**src/rtl/mul_shift_add_seq_pkg.sv**
```systemverilog
// mul_shift_add_seq_pkg: shared state encoding and datapath width for the multiplier unit
package mul_shift_add_seq_pkg;
  localparam int DATA_W = 32;
  typedef enum logic [1:0] {
    ST_IDLE = 2'd0,
    ST_RUN  = 2'd1,
    ST_DONE = 2'd2
  } state_t;
endpackage

```
**src/rtl/fullbitadder.sv**
```systemverilog
// fullbitadder: 32-bit ripple-carry adder, carry-out discarded
module fullbitadder
  import mul_shift_add_seq_pkg::*;
(
  input  logic [DATA_W-1:0] d1,
  input  logic [DATA_W-1:0] d2,
  output logic [DATA_W-1:0] out
);
  logic c;
  always_comb begin
    c = 1'b0;
    out = '0;
    for (int i = 0; i < DATA_W; i++) begin
      out[i] = d1[i] ^ d2[i] ^ c;
      c = (d1[i] & d2[i]) | (c & (d1[i] ^ d2[i]));
    end
  end
endmodule

```
**src/rtl/mul_shift_add_seq.sv**
```systemverilog
// mul_shift_add_seq: sequential shift-add 32x32 multiplier (low word) with valid/ready handshakes
module mul_shift_add_seq
  import mul_shift_add_seq_pkg::*;
#(
  parameter int WIDTH      = DATA_W,
  parameter bit EARLY_EXIT = 1'b0
) (
  input  logic             clk,
  input  logic             rst,
  input  logic             in_valid,
  output logic             in_ready,
  input  logic [WIDTH-1:0] in_a,
  input  logic [WIDTH-1:0] in_b,
  output logic             out_valid,
  input  logic             out_ready,
  output logic [WIDTH-1:0] out_result,
  output logic             busy
);
  localparam int CW = $clog2(WIDTH);
  state_t state, state_nxt;
  logic [WIDTH-1:0] acc, mcand, mplier, sum;
  logic [CW-1:0] cnt;
  logic last;
  fullbitadder u_add (.d1(acc), .d2(mcand), .out(sum));
  always_ff @(posedge clk) state <= rst ? ST_IDLE : state_nxt;
  always_comb begin
    last = (cnt == CW'(WIDTH - 1)) || (EARLY_EXIT && ((mplier >> 1) == '0));
    state_nxt = (state == ST_IDLE) ? (in_valid ? ST_RUN : ST_IDLE) :
                (state == ST_RUN)  ? (last ? ST_DONE : ST_RUN) :
                (state == ST_DONE) ? (out_ready ? ST_IDLE : ST_DONE) : ST_IDLE;
  end
  always_ff @(posedge clk) begin
    if (rst) begin
      acc    <= '0;
      mcand  <= '0;
      mplier <= '0;
      cnt    <= '0;
    end else if (state == ST_IDLE && in_valid) begin
      acc    <= '0;
      mcand  <= in_a;
      mplier <= in_b;
      cnt    <= '0;
    end else if (state == ST_RUN) begin
      acc    <= mplier[0] ? sum : acc;
      mcand  <= mcand << 1;
      mplier <= mplier >> 1;
      cnt    <= cnt + 1'b1;
    end
  end
  always_comb begin
    in_ready   = (state == ST_IDLE);
    out_valid  = (state == ST_DONE);
    busy       = (state == ST_RUN) || (state == ST_DONE);
    out_result = acc;
  end
endmodule

```
**config.mk**
```make
export PLATFORM = sky130hd
export DESIGN_NAME = mul_shift_add_seq
export DESIGN_NICKNAME = d
export VERILOG_FILES = /design/src/rtl/mul_shift_add_seq_pkg.sv /design/src/rtl/fullbitadder.sv /design/src/rtl/mul_shift_add_seq.sv
export SDC_FILE = /design/constraint.sdc
export NUM_CORES = 1
export LEC_CHECK = 0
export ABC_AREA = 1
export CORE_UTILIZATION = 58
export DETAILED_ROUTE_END_ITERATION = 6
export GPL_ROUTABILITY_DRIVEN = 0
export GPL_TIMING_DRIVEN = 0
export PLACE_DENSITY = 0.88
export SLEW_MARGIN = 20
export SYNTH_ARGS = -nofsm -noshare
export SYNTH_HDL_FRONTEND = slang
export SYNTH_HIERARCHICAL = 1
export SYNTH_SLANG_ARGS = --single-unit
export TNS_END_PERCENT = 30
```
**constraint.sdc**
```tcl
create_clock -name clk -period 20.6 [get_ports clk]
set_input_delay 4.12 -clock clk [delete_from_list [all_inputs] [get_ports clk]]
set_output_delay 4.12 -clock clk [all_outputs]
set_load 0.01 [all_outputs]
```
==> metrics.csv <==
metric,value,unit
Via density,5.26,
H-tree depth,3,
worst hold path class,reg2reg,
sequential fraction of the synthesis area,34.1,%
core footprint,0.00995,mm²
full die area,0.0108,mm²
worst reg2reg path depth,38,
Worst Hold Depth,2,
Worst Hold Launch,cnt[4],
CTS tree,yes,
most used flip-flop cell after synthesis,dfxtp_1,
outcome,"finished, final reports clean",
LEAKAGE,3.22,nW
crit start category,flip-flop,
Layout area overhead,22.4,%
1st-iter DRT viols,296,
Period minus WS final,12.87,ns
"Clk Latency, worst-skew pair",0.38,ns
post-synth top area share,34.1,%
maximum vdd drop,38.0,µV
Root Buffer,clkbuf_8,
Setup crit end kind,flip-flop,
Worst path max stage delay,0.44,ns
Post-CTS Resized,0,
final hold vios,0,
die span in x,104,µm
gr usage total,27.5,%
first-pass GRT wire length,24300,µm
reg2reg start,out_result[0],
final period utilization,62.5,%
Synth async-reset ratio,0,%
synthesized area per cell,7.71,µm²
count of flip-flops with a built-in enable after synthesis,0,
flop2flop setup slack,7.73,ns
final setup vio count,0,
DRC viols,0,
Critical Path AT,13.18,ns
Cell Rows,36,
Fin Clk Skew,0.0156,ns
CTS Hold Bufs,0,
internal power,0.298,mW
1st-pass router iterations,5,
"Req. time, crit path",20.91,ns
via count,5443,
Psw,0.131,mW
combinational power share,21.0,%
io pins,103,
largest net degree at the start of global routing,17,
Most common cell on crit path,fa_1,
diode count,0,
synth cell count leaders,"nand2_1, dfxtp_1, nand3_1",
synthesized net count,889,
WL/cell,13.9,µm
Pwr per Cell Area,58.0,mW/mm²
Final Power,0.430,mW
final core occ,74.4,%
register share of total power,51.5,%
Clk pwr share,27.5,%
RSZ-0062 raised after global routing,false,
Num CTS Buffers,9,
synthesis warning total,6,
TNS Setup,0,ns
# Post-CTS Setup Buffers,0,
Worst R2R End,out_result[31],
initial antenna violation count,0,
Layout fillers,732,
Overflow after GRT,0,
vias in the first global route,5309,
Detail Placement HPWL,10600,µm
Rel. slew slack,65.9,%
Clock Path Buffers,2,
Worst Tran Pin Value,0.512,ns
Initial Util,60.8,%
I/O Buffers,101,
clock sinks,103,
max-cap violation count,0,
most frequent cell after synthesis,nand2_1,
"area leader, netlist",dfxtp_1,
Max Freq,0.0777,GHz
Worst Path Max Fanout,3,
layout cell share with drive strength beyond 1,18.6,%
switching share of power,30.6,%
fin. max-slew vios,0,
hold slack final,0.479,ns
Gate Count Post-Synth,785,
Clock transition at path regs,0.09,ns
synth unique cells,25,
NumNets Final,1001,
final WL,14300,µm
kind of critical path,reg2reg,
"FF+latch count, synth",103,
post-route ant nets,0,
Area contributors post-synth,"dfxtp_1, nand2_1, fa_1",
design area,0.00740,mm²
"Slowest-stage cell, CP",fa_1,
die span in y,104,µm
Placed Area,0.00723,mm²
synthesized cell area,0.00605,mm²
hold worst-path end,cnt[4],
==> state kept, by name, indices dropped and copies added (netlist names) <==
signal,cells
cnt,5
mcand,32
state,2
out_result,32
mplier,32
==> power groups by stage <==
stage	registers, mW	logic, mW	clock network (mW)
detailed placement	0.226	0.0894	0
global placement	0.225	0.0859	0
finish	0.221	0.0903	0.118
global route	0.223	0.0996	0.128
CTS	0.221	0.0899	0.118
floorplan	0.224	0.0610	0
==> metal layers <==
metal / routed length, µm / track usage [%] / up-vias
met3: 925 / 3.57 / 28
met5: 0 / 0 / -
met2: 7020 / 47.3 / 226
met4: 236 / 9.59 / 0
met1: 6150 / 35.3 / 2496
li1: - / - / 2693
==> cells in the final DEF (no fill, tap or decap), drive strengths merged <==
cell / instances
nand2: 271
nand3: 128
dfxtp: 103
clkdlybuf4s50: 101
a21oi: 98
inv: 78
buf: 57
fa: 30
clkbuf: 13
ha: 6
nor2: 5
clkinv: 3
o21ai: 2
clkinvlp: 2
and3: 1
nor3b: 1
nand3b: 1
or2: 1
o22ai: 1
==> cell families (layout without fill, tap and decap cells) <==
group           Yosys count  in the layout  synth area share [%]
buf+inv                 137            254                  11.4
fa+ha+maj                36             36                  11.2
simple gates            408            408                  31.8
compound gates          101            101                  11.5
flops                   103            103                  34.1
==> worst max-delay path by stage <==
stage                     cells past startpoint  slack, ns        endpoint     startpoint
final                                        38       7.73  out_result[31]  out_result[0]
after global routing                         38       7.36  out_result[31]  out_result[0]
after CTS                                    38       7.81  out_result[31]  out_result[0]
after detailed placement                     38       7.87  out_result[31]  out_result[0]
after global placement                       38       7.92  out_result[31]  out_result[0]
after floorplan                              38       8.45  out_result[31]  out_result[0]
==> worst max-delay path, delay by kind of cell, from the launching register on <==
family	cells	cell delay [ns]
buffers and inverters	3	0.21
DFF	1	0.34
AOI/OAI and AO/OA	1	0.11
adders and majority gates	31	12.00
and+or+nand+nor	3	0.18
==> cell type report <==
cell class	instances	area (µm²)	share of cell area [%]
Timing Repair Buffer	101	1010	13.7
Tap cell	133	166	2.25
Inverter	78	293	3.96
Clock buffer	11	141	1.91
Multi-Input combinational cell	545	3300	44.5
Sequential cell	103	2060	27.9
Buffer	59	399	5.39
Clock inverter	5	33.8	0.456
==> per-stage QoR <==
stage,cells,setup WS (ns)
floorplan,785,8.45
global placement,1019,7.92
detailed placement,1019,7.87
CTS,1035,7.81
global route,1035,7.36
finish,1035,7.73
(Power assumes the default switching activity.)
